$ cat src/rtl/vit_ctrl_if.sv
// Handshake bundle between the Viterbi frame sequencer and its symbol source / datapath.
// The master modport is the controller side, and the slave modport is the environment side.
interface vit_ctrl_if #(
  parameter int AW = 6
);
  logic          in_valid;
  logic          in_ready;
  logic [1:0]    rx_pair;
  logic          frame_end;
  logic [1:0]    bmc_rx;
  logic          acs_en;
  logic          acs_init;
  logic          pm_norm;
  logic          surv_wr_en;
  logic [AW-1:0] surv_wr_addr;
  logic          tb_rd_en;
  logic [AW-1:0] tb_rd_addr;
  logic          tb_first;
  logic          tb_ready;
  logic          tb_done;
  logic          frame_err;
  logic          busy;

  modport master (
    input  in_valid, rx_pair, frame_end, tb_ready,
    output in_ready, bmc_rx, acs_en, acs_init, pm_norm, surv_wr_en, surv_wr_addr,
           tb_rd_en, tb_rd_addr, tb_first, tb_done, frame_err, busy
  );

  modport slave (
    output in_valid, rx_pair, frame_end, tb_ready,
    input  in_ready, bmc_rx, acs_en, acs_init, pm_norm, surv_wr_en, surv_wr_addr,
           tb_rd_en, tb_rd_addr, tb_first, tb_done, frame_err, busy
  );
endinterface

$ cat src/rtl/vit_ctrl.sv
// Viterbi frame sequencer: feeds symbols to BMC/ACS/survivor memory, then walks traceback backwards.
// Optional path-metric normalization pulses are enabled by defining VIT_CTRL_NORM_EN.
module vit_ctrl #(
  parameter int FRAME_MAX   = 64,
  parameter int NORM_PERIOD = 8
) (
  input logic       clk,
  input logic       rst,
  vit_ctrl_if.master bus
);
  localparam int AW = $clog2(FRAME_MAX);

  typedef enum logic [1:0] {S_IDLE, S_RUN, S_DRAIN, S_TRACE} state_e;

  state_e        state_q, state_d;
  logic [AW-1:0] idx_q, idx_d;
  logic [AW-1:0] last_idx_q, last_idx_d;
  logic [1:0]    bmc_rx_q, bmc_rx_d;
  logic          acs_en_q, acs_en_d;
  logic          acs_init_q, acs_init_d;
  logic          pm_norm_q, pm_norm_d;
  logic          surv_wr_en_q, surv_wr_en_d;
  logic [AW-1:0] surv_wr_addr_q, surv_wr_addr_d;
  logic          tb_rd_en_q, tb_rd_en_d;
  logic [AW-1:0] tb_rd_addr_q, tb_rd_addr_d;
  logic          tb_first_q, tb_first_d;
  logic          tb_done_q, tb_done_d;
  logic          frame_err_q, frame_err_d;

  logic in_ready;
  logic accept;
  logic at_max;
  logic last_sym;

  assign in_ready = (state_q == S_IDLE) || (state_q == S_RUN);
  assign accept   = bus.in_valid & in_ready;
  assign at_max   = (idx_q == AW'(FRAME_MAX - 1));
  assign last_sym = bus.frame_end | at_max;

  always_comb begin
    state_d        = state_q;
    idx_d          = idx_q;
    last_idx_d     = last_idx_q;
    bmc_rx_d       = bmc_rx_q;
    acs_en_d       = 1'b0;
    acs_init_d     = 1'b0;
    surv_wr_en_d   = 1'b0;
    surv_wr_addr_d = surv_wr_addr_q;
    tb_rd_en_d     = tb_rd_en_q;
    tb_rd_addr_d   = tb_rd_addr_q;
    tb_first_d     = tb_first_q;
    tb_done_d      = 1'b0;
    frame_err_d    = 1'b0;

    case (state_q)
      S_IDLE, S_RUN: begin
        if (accept) begin
          bmc_rx_d       = bus.rx_pair;
          acs_en_d       = 1'b1;
          surv_wr_en_d   = 1'b1;
          surv_wr_addr_d = idx_q;
          acs_init_d     = (idx_q == '0);
          last_idx_d     = idx_q;
          frame_err_d    = at_max & ~bus.frame_end;
          // idx returns to 0 on the last symbol so it is ready for the next frame and never wraps
          if (last_sym) begin
            state_d = S_DRAIN;
            idx_d   = '0;
          end else begin
            state_d = S_RUN;
            idx_d   = idx_q + 1'b1;
          end
        end
      end
      S_DRAIN: begin
        state_d      = S_TRACE;
        tb_rd_en_d   = 1'b1;
        tb_rd_addr_d = last_idx_q;
        tb_first_d   = 1'b1;
      end
      S_TRACE: begin
        if (tb_rd_en_q && bus.tb_ready) begin
          tb_first_d = 1'b0;
          if (tb_rd_addr_q == '0) begin
            tb_rd_en_d = 1'b0;
            tb_done_d  = 1'b1;
            state_d    = S_IDLE;
          end else begin
            tb_rd_addr_d = tb_rd_addr_q - 1'b1;
          end
        end
      end
      default: state_d = S_IDLE;
    endcase
  end

`ifdef VIT_CTRL_NORM_EN
  localparam int NW = (NORM_PERIOD > 1) ? $clog2(NORM_PERIOD) : 1;

  logic [NW-1:0] norm_cnt_q, norm_cnt_d;
  logic [NW-1:0] norm_cur;

  // The counter restarts with each frame, so the first symbol accepted from IDLE counts as 0
  always_comb begin
    norm_cur   = (state_q == S_IDLE) ? '0 : norm_cnt_q;
    norm_cnt_d = norm_cnt_q;
    pm_norm_d  = 1'b0;
    if (accept) begin
      pm_norm_d  = (norm_cur == NW'(NORM_PERIOD - 1));
      norm_cnt_d = pm_norm_d ? '0 : norm_cur + 1'b1;
    end
  end

  always_ff @(posedge clk or negedge rst) begin
    if (!rst) norm_cnt_q <= '0;
    else      norm_cnt_q <= norm_cnt_d;
  end
`else
  assign pm_norm_d = 1'b0;
`endif

  always_ff @(posedge clk or negedge rst) begin
    if (!rst) begin
      state_q        <= S_IDLE;
      idx_q          <= '0;
      last_idx_q     <= '0;
      bmc_rx_q       <= '0;
      acs_en_q       <= 1'b0;
      acs_init_q     <= 1'b0;
      pm_norm_q      <= 1'b0;
      surv_wr_en_q   <= 1'b0;
      surv_wr_addr_q <= '0;
      tb_rd_en_q     <= 1'b0;
      tb_rd_addr_q   <= '0;
      tb_first_q     <= 1'b0;
      tb_done_q      <= 1'b0;
      frame_err_q    <= 1'b0;
    end else begin
      state_q        <= state_d;
      idx_q          <= idx_d;
      last_idx_q     <= last_idx_d;
      bmc_rx_q       <= bmc_rx_d;
      acs_en_q       <= acs_en_d;
      acs_init_q     <= acs_init_d;
      pm_norm_q      <= pm_norm_d;
      surv_wr_en_q   <= surv_wr_en_d;
      surv_wr_addr_q <= surv_wr_addr_d;
      tb_rd_en_q     <= tb_rd_en_d;
      tb_rd_addr_q   <= tb_rd_addr_d;
      tb_first_q     <= tb_first_d;
      tb_done_q      <= tb_done_d;
      frame_err_q    <= frame_err_d;
    end
  end

  assign bus.in_ready     = in_ready;
  assign bus.busy         = (state_q != S_IDLE);
  assign bus.bmc_rx       = bmc_rx_q;
  assign bus.acs_en       = acs_en_q;
  assign bus.acs_init     = acs_init_q;
  assign bus.pm_norm      = pm_norm_q;
  assign bus.surv_wr_en   = surv_wr_en_q;
  assign bus.surv_wr_addr = surv_wr_addr_q;
  assign bus.tb_rd_en     = tb_rd_en_q;
  assign bus.tb_rd_addr   = tb_rd_addr_q;
  assign bus.tb_first     = tb_first_q;
  assign bus.tb_done      = tb_done_q;
  assign bus.frame_err    = frame_err_q;
endmodule

$ cat src/flat_wrapper.sv
// flat-port wrapper written by rule: the top's interface ports become plain ports
module vit_ctrl_flat 
#(
  parameter int FRAME_MAX   = 64,
  parameter int NORM_PERIOD = 8
)
  (clk, rst, bus_in_valid, bus_rx_pair, bus_frame_end, bus_tb_ready, bus_in_ready, bus_bmc_rx, bus_acs_en, bus_acs_init, bus_pm_norm, bus_surv_wr_en, bus_surv_wr_addr, bus_tb_rd_en, bus_tb_rd_addr, bus_tb_first, bus_tb_done, bus_frame_err, bus_busy);
  vit_ctrl_if #(.AW(6)) bus_i ();
  input logic clk;
  input logic rst;
  input wire logic [$bits(bus_i.in_valid)-1:0] bus_in_valid;
  input wire logic [$bits(bus_i.rx_pair)-1:0] bus_rx_pair;
  input wire logic [$bits(bus_i.frame_end)-1:0] bus_frame_end;
  input wire logic [$bits(bus_i.tb_ready)-1:0] bus_tb_ready;
  output wire logic [$bits(bus_i.in_ready)-1:0] bus_in_ready;
  output wire logic [$bits(bus_i.bmc_rx)-1:0] bus_bmc_rx;
  output wire logic [$bits(bus_i.acs_en)-1:0] bus_acs_en;
  output wire logic [$bits(bus_i.acs_init)-1:0] bus_acs_init;
  output wire logic [$bits(bus_i.pm_norm)-1:0] bus_pm_norm;
  output wire logic [$bits(bus_i.surv_wr_en)-1:0] bus_surv_wr_en;
  output wire logic [$bits(bus_i.surv_wr_addr)-1:0] bus_surv_wr_addr;
  output wire logic [$bits(bus_i.tb_rd_en)-1:0] bus_tb_rd_en;
  output wire logic [$bits(bus_i.tb_rd_addr)-1:0] bus_tb_rd_addr;
  output wire logic [$bits(bus_i.tb_first)-1:0] bus_tb_first;
  output wire logic [$bits(bus_i.tb_done)-1:0] bus_tb_done;
  output wire logic [$bits(bus_i.frame_err)-1:0] bus_frame_err;
  output wire logic [$bits(bus_i.busy)-1:0] bus_busy;
  assign bus_i.in_valid = bus_in_valid;
  assign bus_i.rx_pair = bus_rx_pair;
  assign bus_i.frame_end = bus_frame_end;
  assign bus_i.tb_ready = bus_tb_ready;
  assign bus_in_ready = bus_i.in_ready;
  assign bus_bmc_rx = bus_i.bmc_rx;
  assign bus_acs_en = bus_i.acs_en;
  assign bus_acs_init = bus_i.acs_init;
  assign bus_pm_norm = bus_i.pm_norm;
  assign bus_surv_wr_en = bus_i.surv_wr_en;
  assign bus_surv_wr_addr = bus_i.surv_wr_addr;
  assign bus_tb_rd_en = bus_i.tb_rd_en;
  assign bus_tb_rd_addr = bus_i.tb_rd_addr;
  assign bus_tb_first = bus_i.tb_first;
  assign bus_tb_done = bus_i.tb_done;
  assign bus_frame_err = bus_i.frame_err;
  assign bus_busy = bus_i.busy;
  vit_ctrl #(.FRAME_MAX(FRAME_MAX), .NORM_PERIOD(NORM_PERIOD)) u_core (.clk(clk), .rst(rst), .bus(bus_i));
endmodule
$ cat config.mk
export PLATFORM = sky130hd
export DESIGN_NAME = vit_ctrl_flat
export DESIGN_NICKNAME = d
export VERILOG_FILES = /design/src/rtl/vit_ctrl_if.sv /design/src/rtl/vit_ctrl.sv /design/src/flat_wrapper.sv
export SDC_FILE = /design/constraint.sdc
export NUM_CORES = 1
export LEC_CHECK = 0
export ABC_AREA = 1
export CAP_MARGIN = 20
export CORE_UTILIZATION = 25
export DETAILED_ROUTE_END_ITERATION = 8
export GPL_ROUTABILITY_DRIVEN = 1
export HOLD_SLACK_MARGIN = 0.15
export PLACE_DENSITY = 0.48
export SLEW_MARGIN = 20
export SYNTH_ARGS = -nofsm -noshare
export SYNTH_HDL_FRONTEND = slang
export SYNTH_SLANG_ARGS = --single-unit
$ cat constraint.sdc
create_clock -name clk -period 1.2 [get_ports clk]
set_clock_uncertainty 0.1 [all_clocks]
set_input_delay 0.12 -clock clk [delete_from_list [all_inputs] [get_ports clk]]
set_output_delay 0.12 -clock clk [all_outputs]
set_load 0.01 [all_outputs]
# ---- Word-level counts from Yosys, hierarchy flattened
# Index checks and enable logic that the tools add are counted.
dict set report op_classes {
  n_addsub 2
  n_eq_ne 8
  mux 23
  bitwise 4
  reduce_logical 13
}
# op count
set op_table {}
lappend op_table {{6-bit 2-to-1 mux} 3}
lappend op_table {{6-bit zero test} 2}
lappend op_table {{1-bit 2-to-1 mux} 12}
lappend op_table {{6-bit one-hot mux with 2 select lines} 1}
lappend op_table {{3-bit AND reduction} 3}
lappend op_table {{2-bit 2-to-1 mux} 4}
lappend op_table {{6-bit by 1-bit adder with 6-bit output, second input constant} 1}
lappend op_table {{6-bit == test, second input constant} 1}
lappend op_table {{2-bit by 1-bit inequality test with 1-bit output, second input constant} 3}
lappend op_table {{2-bit one-hot mux with 3 select lines} 1}
lappend op_table {{6-bit by 1-bit subtractor with 6-bit output, second input constant} 1}
lappend op_table {{2-bit == test, second input constant} 2}
lappend op_table {{1-bit one-hot mux with 2 select lines} 2}
lappend op_table {{2-bit AND reduction} 2}
lappend op_table {{2-bit nonzero test} 2}
lappend op_table {{1-bit AND} 2}
lappend op_table {{2-bit by 1-bit == test with 1-bit output, second input constant} 1}
lappend op_table {{2-bit zero test} 1}
lappend op_table {{2-bit inequality test, second input constant} 1}
lappend op_table {{2-bit OR reduction} 1}
lappend op_table {{1-bit logical AND} 1}
lappend op_table {{1-bit logical OR} 1}
lappend op_table {{1-bit NOT} 1}
lappend op_table {{1-bit OR} 1}
dict set report word_totals {
  regBits 28
  in_bits 7
  out_inout_bits 24
  elab_cells 61
}

# ---- Logic depth before layout (Yosys ltp)
# Gate-level depths: netlist of run 1.
dict set report logic_depth {
  depth_word 5
  depth_mapped 8
  mapped_depth_nobuf 8
}

# ---- Worst setup path after synthesis of run 1
# Ideal clock, no wire load.
dict set report synth_timing {
  path_kind {register -> register}
  from {register u_core.tb_rd_addr_q[0] (netlist: u_core.bus.tb_rd_addr[0])}
  to {register u_core.tb_rd_addr_q[3] (netlist: u_core.bus.tb_rd_addr[3])}
  setup_time_ns 0.121
  arrival_ns 1.129
  required_ns 0.979
  path_slack_ns -0.150
  path_stages_with_launch 8
  path_buffers 0
  synth_period_minus_slack_ns 1.350
  path_cell_list {dfrtp_1 inv_1 ha_1 nand3_2 nand2_2 nand2_4 nand2_1 o21ai_1}
}
dict set report synth_between {
  elab_chain_cells 4
  word_cells_on_any_way 7
  cone_classes {add/sub (1); eq/ne (1); mux (3); reduce/logical (2)}
}
# item line_no
set synth_lines {}
lappend synth_lines {{start: declaration} vit_ctrl.sv:25} ;# logic [AW-1:0] tb_rd_addr_q, tb_rd_addr_d;
lappend synth_lines {{start signal: assignment} vit_ctrl.sv:149} ;# tb_rd_addr_q <= tb_rd_addr_d;
lappend synth_lines {{6-bit by 1-bit subtractor with 6-bit output} vit_ctrl.sv:89} ;# tb_rd_addr_d = tb_rd_addr_q - 1'b1;
lappend synth_lines {{6-bit 2-to-1 mux} vit_ctrl.sv:84} ;# if (tb_rd_addr_q == '0) begin
lappend synth_lines {{6-bit 2-to-1 mux} vit_ctrl.sv:82} ;# if (tb_rd_en_q && bus.tb_ready) begin
lappend synth_lines {{6-bit one-hot mux with 2 select lines} vit_ctrl.sv:55} ;# case (state_q)
# Several ways; a longest one is shown, not always the timed one. The select of a mux whose other input is x is not followed.
# A chain may end at the register's enable or synchronous reset.

# ---- Worst setup path in the final report of run 1
dict set report layout_timing {
  from {register u_core.tb_rd_addr_q[0] (netlist: u_core.bus.tb_rd_addr[0])}
  to {register u_core.tb_rd_addr_q[2] (netlist: u_core.bus.tb_rd_addr[2])}
}
# Same word-level chain as after synthesis.

==> results of run 1 <==
## worst paths after layout
| kind | startpoint | endpoint | slack [ns] |
|---|---|---|---|
| worst max-delay path | u_core.bus.tb_rd_addr[0]$_DFFE_PN0P_ | u_core.bus.tb_rd_addr[2]$_DFFE_PN0P_ | -0.18 |
| worst min-delay path | bus_rx_pair[1] | u_core.bus.bmc_rx[1]$_DFFE_PN0P_ | 0.27 |
| worst max register to register | u_core.bus.tb_rd_addr[0]$_DFFE_PN0P_ | u_core.bus.tb_rd_addr[2]$_DFFE_PN0P_ | -0.18 |
| worst min register to register | u_core.bus.bmc_rx[1]$_DFFE_PN0P_ | u_core.bus.bmc_rx[1]$_DFFE_PN0P_ | 0.39 |
| max in group asynchronous | rst | u_core.last_idx_q[1]$_DFFE_PN0P_ | 0.18 |
| min in group asynchronous | rst | u_core.bus.tb_rd_en$_DFFE_PN0P_ | 0.66 |
## cell usage in the layout, fill, tap and decap left out, drive strengths merged, types with 9 or more instances in the layout
| cell type | Yosys | final |
|---|---|---|
| clkdlybuf4s15 | 0 | 9 |
| dfrtp | 28 | 28 |
| nand3 | 10 | 10 |
| o21ai | 17 | 17 |
| nand2 | 63 | 64 |
| buf | 4 | 54 |
| inv | 20 | 19 |
| dlygate4sd2 | 0 | 10 |
| nor2 | 15 | 15 |
## cells by family after synthesis
| logic type | synth area share [%] |
|---|---|
| AND/OR/NAND/NOR | 30.10 |
| XOR/XNOR | 1.236 |
| other | 0.2645 |
| adder cells (fa/ha/maj) | 3.531 |
| flip-flops | 49.43 |
| buffers and inverters | 7.238 |
| AO/OA/AOI/OAI | 8.208 |
## cell type report
| cell class | count | area share [%] |
|---|---|---|
| Tap cell | 72 | 3.577 |
| Sequential cell | 28 | 27.82 |
| Inverter | 20 | 4.322 |
| Multi-Input combinational cell | 125 | 32.19 |
| Clock buffer | 4 | 2.186 |
| Timing Repair Buffer | 82 | 29.91 |
## where the power goes
part           total (uW)  switching, uW  internal [uW]
Sequential           1440            188           1250
Clock                 587            293            293
Combinational        3670           1840           1830
## per-stage QoR
step	std cells	total power, uW
floorplan	176	2902
global placement	306	4265
detailed placement	306	4263
CTS	325	5086
global route	331	6174
finish	331	5699
## flip-flops by register name, indices dropped and copies added, names as in the netlist
name and cells:
u_core.bus.acs_en 1, u_core.bus.acs_init 1, u_core.bus.bmc_rx 2, u_core.bus.frame_err 1, u_core.bus.tb_done 1, u_core.bus.tb_first 1, u_core.bus.tb_rd_addr 6, u_core.bus.tb_rd_en 1
u_core.idx_q 6, u_core.last_idx_q 6, u_core.state_q 2
## worst reg2reg max path, cell delays in order, from the launching register on
cell,delay [ns]
dfrtp_1,0.40
buf_6,0.13
inv_8,0.06
ha_4,0.14
nand3_4,0.09
nand2_4,0.13
nand2_4,0.09
nand2_1,0.08
o21ai_1,0.06
## per-layer routing
layer  global-route usage (%)  routed length, um  up-vias  share of wire [%]
li1                         -                  -      724                  -
met1                    15.90               1731      640                 46
met5                        0                  0        -                  0
met2                    22.65               1934       18                 51
met4                    3.962                 23        0               0.61
met3                    1.548                 95        2                2.5
## what timing repair did
item / 4_1_cts / 5_1_grt
cloned: 1 / 1
hold endpoints to repair: 28 / 0
pin swaps: 10 / 10
hold buffers: 1 / 0
resized for setup: 60 / 60
buffers inserted: 13 / 6
endpoints found under the setup margin: 38 / 34
==> results.py, run 1 <==
metrics = {
    "status": {
        "status": "finished with violations",
        "violations": "setup timing",
    },
    "logic_synthesis": {
        "synth.cell_area_sq_um": 1418,
        "syn_area_per_cell_sq_um": 8.055,
        "synthCells": 176,
        "async_reset_ff_share_pct": 100.0,
        "yosys.area.top_type_share_pct": 49.43,
        "yosysTopAreaCell": "dfrtp_1",
        "synth_seq_cells": 28,
        "ys.flop_type": "dfrtp_1",
        "ys_types": 26,
        "synth_edf_count": 0,
        "ys_top_cells_by_area": "dfrtp_1, nand2_1, inv_1",
        "synth_most_common_cell": "nand2_1",
        "ys_seq_area_share_pct": 49.43,
        "synth_common_cells": "nand2_1, dfrtp_1, inv_1",
        "synth.net_count": 187,
        "yosysWarningCount": 0,
    },
    "detailed_routing": {
        "drc": 0,
        "avgRoutedWirePerCell_um": 11.43,
        "dr_total_vias": 1384,
        "drtAntennaViolNets": 0,
        "routed_wl_mm": 3.784,
        "first_iter_violations": 26,
        "firstDrtPassIters": 4,
        "vias_per_cell": 4.181,
    },
    "worst_setup_path": {
        "cp.depth": 8,
        "required_ns": 1.26,
        "startpoint_type": "flip-flop",
        "critPathSlowestCell": "dfrtp_1",
        "worst-setup-path-type": "flip-flop to flip-flop",
        "worstPathArrival_ns": 1.44,
        "max_stage_delay_ns": 0.40,
        "path_cells": "buf_6 > inv_8 > ha_4 > nand3_4 > nand2_4 > nand2_4 > nand2_1 > o21ai_1",
        "endpoint_kind": "flip-flop",
        "crit_top_cell": "nand2_4",
        "crit_buf_inv": 2,
        "crit_fanout": 5,
        "r2r_cells": 8,
        "crit_family": "flip-flops",
    },
    "grt": {
        "overflow": 0,
        "grt_pass1_wl_mm": 6.009,
        "grt_usage_pct": 12.75,
        "grt_pass1_vias": 1336,
        "grt_max_degree": 29,
        "antenna_found_initial": 0,
    },
    "power": {
        "leakage_uw": 0.001242,
        "vdd_drop_max_uv": 705.4,
        "p_per_area_nw_per_um2": 2263,
    },
    "sta": {
        "period_share_pct": 114.8,
        "holdWs_ns": 0.2711,
        "worst_slack_ns": -0.1780,
        "setup_viol": 16,
        "fin_crit_ns": 1.378,
        "tns_ns": -1.584,
        "hold_violations": 0,
        "max_freq_mhz": 725.7,
        "rsz0062_at_grt": "yes",
        "slew_violations": 0,
    },
    "cells_and_area": {
        "fin_util_pct": 46.02,
        "nFillCells": 563,
        "area_growth_pct": 77.67,
        "fin_nets": 271,
        "drive_gt1_share_pct": 43.24,
        "final_area_sq_um": 2519,
        "diodes": 0,
        "multi_input_area_sq_um": 810.8,
        "seq_area_sq_um": 700.7,
    },
    "clock_network": {
        "clock-sinks": 28,
        "cts_root_buffer": "clkbuf_8",
        "clkTransAtPathRegs_ns": 0.09,
        "cts_max_level": 1,
        "cts_tree": "yes",
        "cts_made_buffers": 3,
        "cts_buffer_depth": 2,
        "clkLatencyLatePin_ns": 0.27,
    },
    "floorplanning": {
        "core-area_sq_um": 5473,
        "pin_count": 31,
        "num_rows": 27,
        "dieWidth_um": 77.30,
        "die_area_sq_um": 5975,
        "initial_utilization_pct": 25.90,
        "die-height_um": 77.30,
    },
    "hold_path": {
        "whs_path_depth": 3,
        "hp-class": "primary input to flip-flop",
    },
    "job": {
        "max-cap-violations": 0,
    },
    "place": {
        "portBuffers": 29,
        "place_congestion": 0.7647,
        "dp_hpwl_mm": 2.580,
        "placed_area_sq_um": 2064,
        "post-place-ws_ns": -0.1822,
    },
}
Note: power is estimated with default switching activity, not from simulation.
==> run 2: changes to the inputs <==
==> constraint.sdc (replaced) <==
create_clock -name clk -period 1.2 [get_ports clk]
set_clock_uncertainty 0.1 [all_clocks]
set_input_delay 0.24 -clock clk [delete_from_list [all_inputs] [get_ports clk]]
set_output_delay 0.24 -clock clk [all_outputs]
set_load 0.01 [all_outputs]
==> run 2 against run 1 <==
Against the previous run:
- the flow still finishes with violations (setup timing)
- wire length rose by 1.7%
- worst hold slack got worse by 0.054 ns
- critical path depth did not move
- critical path type unchanged
- largest power group unchanged
==> results.py, run 2 (synthesized netlist as in run 1, its figures left out) <==
metrics = {
    "status": {
        "status": "finished with violations",
        "violations": "setup timing",
    },
    "place": {
        "post-place-ws_ns": -0.3048,
        "portBuffers": 29,
        "dp_cells": 316,
        "dp_hpwl_mm": 2.596,
        "placed_area_sq_um": 2140,
        "place_congestion": 0.7680,
    },
    "clock_network": {
        "cts_made_buffers": 3,
        "clkTransAtPathRegs_ns": 0.10,
        "cts_tree": "yes",
        "clkLatencyLatePin_ns": 0.28,
        "cts_max_level": 1,
        "cts-hold-fix-buffers": 0,
        "cts_buffer_depth": 2,
        "clock-sinks": 28,
        "cts_root_buffer": "clkbuf_8",
    },
    "detailed_routing": {
        "avgRoutedWirePerCell_um": 11.22,
        "firstDrtPassIters": 4,
        "routed_wl_mm": 3.849,
        "drc": 0,
        "vias_per_cell": 4.160,
        "dr_total_vias": 1427,
        "first_iter_violations": 40,
        "drtAntennaViolNets": 0,
    },
    "power": {
        "p_sw_share_pct": 40.05,
        "seq_power_share_pct": 24.7,
        "switching_power_uw": 2343,
        "p_per_area_nw_per_um2": 2304,
        "leakage_uw": 0.001289,
        "pwr-share-clk_pct": 10.3,
        "vdd_drop_max_uv": 715.4,
        "internal_power_uw": 3507,
        "comb_power_share_pct": 65.0,
    },
    "cells_and_area": {
        "mostFrequentLayoutCell": "nand2_1",
        "fin_nets": 283,
        "drive_gt1_share_pct": 50.55,
        "fin_util_pct": 46.39,
        "diodes": 0,
        "stdcell_count": 343,
        "mostFrequentLayoutCells": "nand2_1, buf_4, dfrtp_1",
        "final_area_sq_um": 2539,
        "nFillCells": 559,
        "area_growth_pct": 79.08,
    },
    "floorplanning": {
        "die-height_um": 77.30,
        "dieWidth_um": 77.30,
        "pin_count": 31,
        "core-area_sq_um": 5473,
        "die_area_sq_um": 5975,
        "initial_utilization_pct": 25.90,
        "num_rows": 27,
    },
    "sta": {
        "max_freq_mhz": 721.5,
        "period_share_pct": 115.5,
        "rsz0062_at_grt": "yes",
        "setup_viol": 23,
        "worst_slack_ns": -0.1861,
        "slew_violations": 0,
        "hold_violations": 0,
        "tns_ns": -2.219,
        "fin_crit_ns": 1.386,
    },
    "grt": {
        "antenna_found_initial": 0,
        "overflow": 0,
        "met3_usage_pct": 2.738,
        "grt_pass1_wl_mm": 6.313,
        "grt_pass1_vias": 1413,
        "use_met1_pct": 15.94,
        "busiest_layer": "met2",
        "grt_usage_pct": 13.27,
        "grtUsageMet2_pct": 24.07,
        "grt_max_degree": 29,
    },
    "worst_setup_path": {
        "worstPathArrival_ns": 1.47,
        "worst-setup-path-type": "flip-flop to flip-flop",
        "crit_buf_inv": 2,
        "critPathSlowestCell": "dfrtp_1",
        "endpoint_kind": "flip-flop",
        "required_ns": 1.28,
        "crit_fanout": 3,
        "startpoint_type": "flip-flop",
        "max_stage_delay_ns": 0.42,
        "path_cells": "buf_6 > inv_6 > ha_4 > nand3_4 > o21ai_4 > nand2_1 > nand2_1 > nand2_1",
        "rrSetupSlack_ns": -0.19,
        "crit_family": "flip-flops",
        "crit_top_cell": "nand2_1",
    },
    "hold_path": {
        "hp-class": "primary input to asynchronous set/reset pin",
    },
    "job": {
        "max-cap-violations": 0,
    },
}
[run 2: changes by cell type in the layout (fill, tap and decap cells not counted), moves of 4 or more]
cell	delta
nand2_1	+6
buf_4	+14
clkdlybuf4s15_1	-9
buf_2	+18
nand2_2	-8
dlygate4sd2_1	-10
buf_6	+4
[run 2: metal layers]
metal	part of all wire (%)	routed length [um]	vias to the layer above
li1	-	-	750
met2	53	2034	21
met4	0.60	23	0
met5	0	0	-
met1	43	1660	654
met3	3.4	131	2
[run 2: worst reg2reg max path, delay by kind of cell (launching register included)]
family                     cells  cell delay [ns]
DFF                            1             0.42
and+or+nand+nor                4             0.28
buffers and inverters          2             0.20
AOI/OAI and AO/OA              1             0.16
adders and majority gates      1             0.13
[run 2: worst paths after layout]
check,start,end,cells past startpoint
max in group asynchronous,rst,u_core.idx_q[4]$_DFFE_PN0P_,2
worst min-delay path,rst,u_core.bus.tb_rd_en$_DFFE_PN0P_,2
worst min register to register,u_core.bus.bmc_rx[0]$_DFFE_PN0P_,u_core.bus.bmc_rx[0]$_DFFE_PN0P_,2
worst max-delay path,u_core.bus.tb_rd_addr[1]$_DFFE_PN0P_,u_core.state_q[0]$_DFFE_PN0P_,8
min in group clk,bus_rx_pair[1],u_core.bus.bmc_rx[1]$_DFFE_PN0P_,3
worst max register to register,u_core.bus.tb_rd_addr[1]$_DFFE_PN0P_,u_core.state_q[0]$_DFFE_PN0P_,8
[run 2: power groups by stage]
stage	clock (uW)	sequential, uW	combinational (uW)
CTS	639	1420	3380
detailed placement	0	1500	2940
global placement	0	1490	2940
global route	665	1490	4170
finish	604	1450	3800
floorplan	0	1600	1300
[run 2: final cells by class]
class,count,area (sq um),share of cell area [%]
clock buffer,4,55.05,2.169
tap,72,90.09,3.549
timing repair buffer,95,760.7,29.97
multi-input combinational,124,839.6,33.07
inverter,20,92.59,3.647
sequential,28,700.7,27.60
[run 2: timing repair]
| action | in CTS | in global routing |
|---|---|---|
| endpoints found under the setup margin | 45 | 31 |
| gates cloned | 1 | 0 |
| gates resized for setup | 116 | 51 |
| setup buffers | 17 | 7 |
| pin swaps | 7 | 13 |
[run 2: metrics by stage]
step | hold WS (ns) | total power, uW
2_1_floorplan | -0.1556 | 2902
3_3_place_gp | 0.3709 | 4431
3_5_place_dp | 0.3726 | 4440
4_1_cts | 0.2223 | 5436
5_1_grt | 0.2163 | 6322
6_report | 0.2166 | 5850
==> run 3: changes to the inputs <==
==> constraint.sdc (replaced) <==
create_clock -name clk -period 1.2 [get_ports clk]
set_clock_uncertainty 0.1 [all_clocks]
set_input_delay 0.24 -clock clk [delete_from_list [all_inputs] [get_ports clk]]
set_output_delay 0.24 -clock clk [all_outputs]
set_load 0.05 [all_outputs]
==> run 3 against run 2 <==
Against the previous run:
- the run still ends with setup timing left
- core utilization grew 1.5 points
- die area is the same
- sequential share of layout area shrank 0.47 points
==> results.py, run 3 (synthesized netlist as in run 1, its figures left out) <==
metrics = {
    "cells_and_area": {
        "mostFrequentLayoutCells": "nand2_1, buf_4, buf_12",
        "nFillCells": 537,
        "multi_input_area_sq_um": 749.5,
        "seq_area_sq_um": 710.7,
        "mostFrequentLayoutCell": "nand2_1",
        "diodes": 0,
        "area_growth_pct": 84.82,
        "drive_gt1_share_pct": 46.22,
        "fin_nets": 263,
        "final_area_sq_um": 2620,
    },
    "status": {
        "violations": "setup timing",
        "status": "finished with violations",
    },
    "floorplanning": {
        "dieWidth_um": 77.30,
        "pin_count": 31,
        "core-area_sq_um": 5473,
        "initial_utilization_pct": 25.90,
        "die-height_um": 77.30,
        "die_area_sq_um": 5975,
        "num_rows": 27,
    },
    "place": {
        "post-place-ws_ns": -0.2994,
        "dp_hpwl_mm": 2.620,
        "placed_area_sq_um": 2283,
        "place_congestion": 0.7951,
        "portBuffers": 29,
    },
    "detailed_routing": {
        "dr_total_vias": 1370,
        "avgRoutedWirePerCell_um": 11.31,
        "routed_wl_mm": 3.652,
        "firstDrtPassIters": 4,
        "vias_per_cell": 4.241,
        "drc": 0,
        "first_iter_violations": 32,
        "drtAntennaViolNets": 0,
    },
    "worst_setup_path": {
        "crit_end": "bus_in_ready",
        "required_ns": 0.86,
        "worst-setup-path-type": "flip-flop to output port",
        "startpoint_type": "flip-flop",
        "endpoint_kind": "output port",
        "r2r_cells": 7,
        "rrSetupSlack_ns": -0.14,
        "crit_path_start": "u_core.state_q[1]$_DFFE_PN0P_",
        "crit_fanout": 3,
        "timing.rr.start": "u_core.bus.tb_rd_addr[1]$_DFFE_PN0P_",
        "reg2reg_to": "u_core.bus.tb_rd_addr[2]$_DFFE_PN0P_",
        "worstPathArrival_ns": 1.02,
    },
    "sta": {
        "hold_violations": 0,
        "max_freq_mhz": 737.5,
        "period_share_pct": 113.0,
        "slew_violations": 0,
        "worst_slack_ns": -0.1559,
        "setup_viol": 38,
        "fin_crit_ns": 1.356,
        "rsz0062_at_grt": "yes",
    },
    "hold_path": {
        "hp-class": "primary input to asynchronous set/reset pin",
    },
    "power": {
        "leakage_uw": 0.001238,
        "p_per_area_nw_per_um2": 2713,
        "vdd_drop_max_uv": 1050,
        "total_power_uw": 7109,
    },
    "clock_network": {
        "clkTransAtPathRegs_ns": 0.10,
        "cts_root_buffer": "clkbuf_8",
        "clock-sinks": 28,
        "cts_max_level": 1,
        "cts_made_buffers": 3,
        "cts_tree": "yes",
        "clkLatencyLatePin_ns": 0.27,
        "cts_buffer_depth": 2,
    },
    "grt": {
        "grt_pass1_wl_mm": 6.134,
        "antenna_found_initial": 0,
        "overflow": 0,
        "grt_max_degree": 29,
        "grt_pass1_vias": 1335,
        "grt_usage_pct": 12.88,
    },
    "job": {
        "max-cap-violations": 0,
    },
}
==> run 3: changes by cell type in the layout (fill, tap and decap cells not counted), moves of 5 or more <==
cell,previous run,this run
dfrtp_1,28,20
buf_6,18,13
buf_2,19,0
dfrtp_2,0,8
buf_4,51,32
buf_12,1,24
==> run 3: metal layers <==
metal | wire length (um) | track usage [%] | vias up | share of wire, %
li1 | - | - | 704 | -
met1 | 1682 | 16.16 | 647 | 46
met2 | 1875 | 23.10 | 17 | 51
met3 | 77 | 1.905 | 2 | 2.1
met4 | 17 | 2.830 | 0 | 0.47
met5 | 0 | 0 | - | 0
==> run 3: timing repair <==
item | CTS | global route
hold buffers | 0 | 0
resized for setup | 33 | 13
hold endpoints to repair | 0 | 0
setup endpoints to repair | 37 | 48
setup buffers | 15 | 2
pin swaps | 8 | 11
==> run 3: per-stage QoR <==
step,instances,hold WS [ns],util (%),setup TNS (ns)
2_1_floorplan,176,-0.1556,-,-2.352
4_1_cts,322,0.2202,46.96,-2.922
5_1_grt,323,0.2179,47.87,-4.987
6_report,323,0.2158,47.87,-2.706
3_5_place_dp,303,0.3876,41.72,-5.720
3_3_place_gp,303,0.3847,41.72,-5.563
==> run 3: worst max-delay path: stages, from the launching register on <==
cell     delay [ns]
dfrtp_1        0.42
inv_2          0.10
buf_6          0.10
buf_12         0.12
==> run 3: cell type report <==
cell class	instances	share of cell area (%)
Multi-Input combinational cell	124	28.61
Inverter	20	3.343
Clock buffer	4	2.101
Tap cell	72	3.438
Sequential cell	28	27.13
Timing Repair Buffer	75	35.39
==> run 3: worst min path at each step <==
stage,start,end,slack (ns),cells after the start
after global placement,u_core.state_q[0]$_DFFE_PN0P_,u_core.state_q[0]$_DFFE_PN0P_,0.38,2
after CTS,rst,u_core.bus.tb_done$_DFF_PN0_,0.22,2
after detailed placement,u_core.state_q[0]$_DFFE_PN0P_,u_core.state_q[0]$_DFFE_PN0P_,0.39,2
final,rst,u_core.bus.tb_done$_DFF_PN0_,0.22,2
after global routing,rst,u_core.state_q[0]$_DFFE_PN0P_,0.22,2
after floorplan,rst,u_core.bus.acs_en$_DFF_PN0_,-0.16,0
==> run 3: power breakdown <==
group          switching, uW  total, uW  internal, uW
Combinational           2560       4930          2370
Clock                    303        596           294
Sequential               312       1580          1270
Total                   3170       7110          3940
==> variant 1 (flow settings as in run 1) <==
The option `VIT_CTRL_NORM_EN` is turned on by a define.
--- a/src/rtl/vit_ctrl.sv
+++ b/src/rtl/vit_ctrl.sv
@@ -1,5 +1,7 @@
 // Viterbi frame sequencer: feeds symbols to BMC/ACS/survivor memory, then walks traceback backwards.
 // Optional path-metric normalization pulses are enabled by defining VIT_CTRL_NORM_EN.
+`define VIT_CTRL_NORM_EN
+
 module vit_ctrl #(
   parameter int FRAME_MAX   = 64,
   parameter int NORM_PERIOD = 8
Behaviour: not the same (Yosys sat finds a counterexample within 10 cycles, from zero or initial values and one cycle with rst low).
==> variant 1 against run 1 <==
The flow still finishes with violations (setup timing). Power increased by 16%. Design area increased by 3.3%. Combinational power increased by 8.4%. Non-clock buffer count decreased by 5. First-iteration DRC count increased by 31%. Sequential cell count increased by 4. Synthesized area increased by 10%. Setup slack got worse by 0.012 ns. Routed wire length increased by 4.5%. Highest routed layer unchanged.
==> variant 1: results (changes against run 1) <==
| Metric | Value |
|---|---|
| Endpoints failing setup | 22 (+6) |
| Htree depth | 2 (+1) |
| Finished Layout Cells | 347 (+4.8%) |
| VDD IR max | 1.008 mV (+43%) |
| Hpwl dp | 2749 µm (+6.5%) |
| Sequential area share after synthesis | 51.20% (+1.8 points) |
| Antenna diode count | 0 (unchanged) |
| Hold_ws | 0.2667 ns (-0.004353 ns) |
| Reg clk slew, reported paths | 0.07 ns (-0.02 ns) |
| Top cells by area, synth | dfrtp_1 51%, nand2_1 13%, o21ai_0 6.1%, inv_1 5.3%, ha_1 4.8% |
| Netlist cell types | 19 (-27%) |
| Pleak | 0.001259 µW (+1.4%) |
| Total GRT Usage | 13.51% (+0.77 points) |
| Fin nets | 284 (+4.8%) |
| Layout cells sized above 1 | 38.60% (-4.6 points) |
| Setup TNS | -2.142 ns (-0.5587 ns) |
| Clk root buf | clkbuf_8 |
| Initial antenna violation count | 0 (unchanged) |
| DRT iter0 DRCs | 34 (+31%) |
| Hold worst-path end | u_core.bus.bmc_rx[0] |
| Placed Cells | 328 (+7.2%) |
| End of the worst register-to-register path | u_core.bus.tb_rd_addr[0] |
| Pre-CTS setup slack | -0.1598 ns (+0.02244 ns) |
| Warnings, synthesis | 0 (unchanged) |
| CP max FO | 5 (unchanged) |
| Via/cell ratio | 4.285 (+2.5%) |
| Switching power | 2710 µW (+17%) |
| Worst Path Arrival | 1.46 ns (+0.02 ns) |
| Commonest cells in the netlist | 56 x nand2_1, 32 x dfrtp_1, 22 x inv_1, 20 x nor2_1, 19 x o21ai_0 |
| Drt pass-1 iters | 4 (unchanged) |
| Status | complete, but fails checks |
| GPL Wtd Cong | 0.7674 (+0.35%) |
| R2R Path Start | u_core.bus.tb_rd_addr[0] |
| Hold Path Stages | 3 (unchanged) |
| Fill cell count | 613 (+8.9%) |
| Vias in the first global route | 1482 (+11%) |
| Clk_lat worst skew | 0.28 ns |
| Final worst slack | -0.1904 ns (-0.01244 ns) |
| PortBufs | 30 (+3.4%) |
| Failing checks | setup timing |
| Num CTS Buffers | 5 (+2) |
| Clock buffer depth | 2 (unchanged) |
| Syn Inst Count | 190 (+8.0%) |
| Async SR Flop Fraction | 100.0% (unchanged) |
| Hold_sp | bus_rx_pair[0] |
| Routed len/inst | 11.39 µm (-0.33%) |
| Largest net degree at the start of global routing | 33 (+14%) |
| Syn_nets | 203 (+8.6%) |
| DP Area | 2287 µm² (+11%) |
| First-pass GRT wire length | 6665 µm (+11%) |
[variant 1: cell types whose count changed in the layout (fill, tap and decap cells not counted), sizes merged, moves of 2 or more]
cell / run 1 / this run
nand2: 64 / 61
clkinv: 0 / 2
dfrtp: 28 / 32
o21bai: 2 / 0
nor2: 15 / 20
nand3: 10 / 12
dlygate4sd2: 10 / 8
o21ai: 17 / 19
inv: 19 / 23
ha: 4 / 6
buf: 54 / 50
o22ai: 1 / 3
clkbuf: 6 / 9
[variant 1: layout make-up]
class	instances	area, µm²	share of cell area, %
Tap cell	75	93.84	3.608
Timing Repair Buffer	77	671.9	25.83
Clock buffer	7	76.32	2.934
Sequential cell	32	802.0	30.83
Inverter	24	102.6	3.944
Multi-Input combinational cell	131	849.6	32.66
Clock inverter	1	5.005	0.1924
[variant 1: how the worst max path moves through the flow]
stage | end | slack (ns)
after floorplan | u_core.norm_cnt_q[2] | -0.12
after global placement | u_core.norm_cnt_q[2] | -0.15
after detailed placement | u_core.norm_cnt_q[2] | -0.16
after CTS | u_core.norm_cnt_q[2] | -0.18
after global routing | u_core.bus.tb_rd_addr[0] | -0.28
final | u_core.bus.tb_rd_addr[0] | -0.19
[variant 1: per-layer routing]
metal  global-route usage, %  wire length, µm  vias to the layer above
li1                        -                -                      769
met1                   16.92             1851                      688
met2                   22.35             1944                       26
met3                   4.494              132                        4
met4                   3.214               25                        0
met5                       0                0                        -
[variant 1: power groups by stage]
| stage | registers [µW] | clock network (µW) | logic [µW] |
|---|---|---|---|
| after floorplan | 1970 | 0 | 1620 |
| after global placement | 1830 | 0 | 3410 |
| after detailed placement | 1830 | 0 | 3440 |
| after CTS | 1780 | 835 | 3620 |
| after global routing | 1860 | 884 | 4450 |
| final | 1800 | 797 | 3980 |
[variant 1: cells by family (layout without fill, tap and decap cells)]
logic type	after synthesis	count (layout)	synth area share [%]
simple gates	96	97	25.52
buf+inv	28	109	8.400
fa+ha+maj	6	6	4.800
compound gates	25	25	8.400
flops	32	32	51.20
xor+xnor	3	3	1.680
[variant 1: repair_timing]
item,in CTS,in global routing
gates resized for setup,51,49
setup buffers,7,2
setup endpoints to repair,50,45
hold endpoints to repair,32,0
pin swaps,13,12
hold buffers,1,0
gates cloned,1,0
[variant 1: worst max-delay path, stage by stage (launching register included)]
cell and delay (ns):
dfrtp_1 0.40, buf_6 0.13, inv_6 0.06, ha_4 0.13, nand3_4 0.11, nand2_4 0.13, nand2_4 0.09, nand2_1 0.07
o21ai_1 0.06
==> variant 2 (flow settings as in run 1) <==
Without the edit above. Re-encode `state_e` (4 states) as Gray code, 2 bits wide.
--- a/src/rtl/vit_ctrl.sv
+++ b/src/rtl/vit_ctrl.sv
@@ -10,7 +10,7 @@
 );
   localparam int AW = $clog2(FRAME_MAX);
 
-  typedef enum logic [1:0] {S_IDLE, S_RUN, S_DRAIN, S_TRACE} state_e;
+  typedef enum logic [1:0] {S_IDLE = 2'b00, S_RUN = 2'b01, S_DRAIN = 2'b11, S_TRACE = 2'b10} state_e;
 
   state_e        state_q, state_d;
   logic [AW-1:0] idx_q, idx_d;
Behaviour: no difference found for any inputs over 10 cycles, from zero or initial values and one cycle with rst low; not proved beyond that.
==> variant 2 against run 1 <==
The run still ends with setup timing left. Routed wire length is 7.4% lower. Synthesized cell count is 5.7% lower. Die area is 0.77% lower. Largest cell class unchanged. Highest routed layer unchanged. Sequential cell count stayed put. Final cell count is 4.8% lower. Synthesized area is 0.79% lower. Design area is 4.5% lower. Power is 0.90% lower. Setup slack worse by 0.0061 ns. Clock power is 0.9% lower.
==> variant 2: results (changes against run 1) <==
| Metric | Value |
|---|---|
| Endpoints failing setup | 26 (+10) |
| Failing checks | setup timing |
| VDD IR max | 0.7412 mV (+5.1%) |
| Met3 usage | 2.024% (+0.48 points) |
| End of the worst register-to-register path | u_core.last_idx_q[2] |
| Commonest cells in the netlist | 46 x nand2_1, 28 x dfrtp_1, 16 x inv_1, 14 x nor2_1, 11 x nand3_1 |
| PortBufs | 29 (unchanged) |
| Highest routed layer | met4 |
| Depth of the most critical reg-to-reg path | 6 (-2) |
| Worst Path Arrival | 1.45 ns |
| Largest net degree at the start of global routing | 29 (unchanged) |
| DRT iter0 DRCs | 60 (+130%) |
| Pleak | 0.001187 µW (-4.4%) |
| Power in the clock group | 582 µW (-0.9%) |
| Metal2 WL | 1726 µm (-11%) |
| Pre-CTS setup slack | -0.2638 ns (-0.08152 ns) |
| Routed len/inst | 11.12 µm (-2.7%) |
| Syn Inst Count | 166 (-5.7%) |
| Fin nets | 257 (-5.2%) |
| Hpwl dp | 2556 µm (-0.95%) |
| Finished Layout Cells | 315 (-4.8%) |
| Status | complete, but fails checks |
| Via/cell ratio | 4.244 (+1.5%) |
| Sequential area share after synthesis | 49.82% (+0.40 points) |
| Setup TNS | -2.812 ns (-1.228 ns) |
| Met3 routed WL | 97 µm (+2.1%) |
| Syn_nets | 177 (-5.3%) |
| Hold worst-path end | u_core.bus.bmc_rx[1] |
| GPL Wtd Cong | 0.8033 (+5.0%) |
| Wl on met1 | 1631 µm (-5.8%) |
| Placed Cells | 292 (-4.6%) |
| Clock buffer depth | 2 (unchanged) |
| GR Layer Usage met1 | 16.68% (+0.78 points) |
| Hold_ws | 0.2793 ns (+0.008246 ns) |
| Vias in the first global route | 1360 (+1.8%) |
| First-pass GRT wire length | 6251 µm (+4.0%) |
| Core region area | 5270 µm² (-3.7%) |
| P_seq | 1560 µW (+8%) |
| Top cells by area, synth | dfrtp_1 50%, nand2_1 12%, inv_1 4.3%, nand3_1 3.9%, nor2_1 3.7% |
| Grt met2 use | 22.77% (+0.11 points) |
| DP Area | 2051 µm² (-0.67%) |
| Final worst slack | -0.1840 ns (-0.006052 ns) |
| CP startpoint | u_core.state_q[1] |
| CP max FO | 4 (-1) |
| Layout cells sized above 1 | 44.90% (+1.7 points) |
| Total GRT Usage | 13.07% (+0.33 points) |
| Netlist cell types | 28 (+7.7%) |
| Switching power | 2288 µW (-1.4%) |
==> variant 2: cell types whose count changed in the layout (fill, tap and decap cells not counted), sizes merged, moves of 2 or more <==
cell	run 1	this run
dlygate4sd2	10	6
clkdlybuf4s15	9	12
nand2	64	50
o21ai	17	15
a21oi	2	4
o21bai	2	0
nor2	15	17
clkbuf	6	4
nand3	10	12
==> variant 2: repair_timing <==
item / 4_1_cts / 5_1_grt
setup endpoints to repair: 48 / 40
setup buffers: 12 / 5
gates resized for setup: 58 / 43
hold buffers: 1 / 0
hold endpoints to repair: 28 / 0
gates cloned: 0 / 1
pin swaps: 4 / 6
==> variant 2: cell families (layout without fill, tap and decap cells) <==
logic type	Yosys count	after routing	synth area share, %
other cells	1	1	0.2666
flops	28	28	49.82
simple gates	83	84	27.49
fa+ha+maj	4	4	3.559
xor+xnor	3	3	1.869
buf+inv	25	103	8.718
compound gates	22	22	8.275
==> variant 2: worst max path at each step <==
stage                                     endpoint  slack (ns)  cells past startpoint
after CTS                     u_core.last_idx_q[2]       -0.19                      6
final                         u_core.last_idx_q[2]       -0.18                      6
after global routing          u_core.last_idx_q[2]       -0.23                      6
after global placement    u_core.bus.tb_rd_addr[4]       -0.27                      8
after detailed placement      u_core.last_idx_q[2]       -0.26                      6
after floorplan           u_core.bus.tb_rd_addr[0]       -0.08                      7
==> variant 2: layout make-up <==
class	count	area (µm²)
fill	524	2865
multi-input combinational	114	765.7
timing repair buffer	79	705.7
sequential	28	700.7
inverter	20	90.09
tap	70	87.58
clock buffer	4	55.05
==> variant 2: worst reg2reg max path, cell delays in order (launching register included) <==
cell and delay (ns):
dfrtp_1 0.41, buf_6 0.13, buf_6 0.13, nor2_8 0.12, inv_4 0.07, or2_1 0.22, o21a_1 0.11
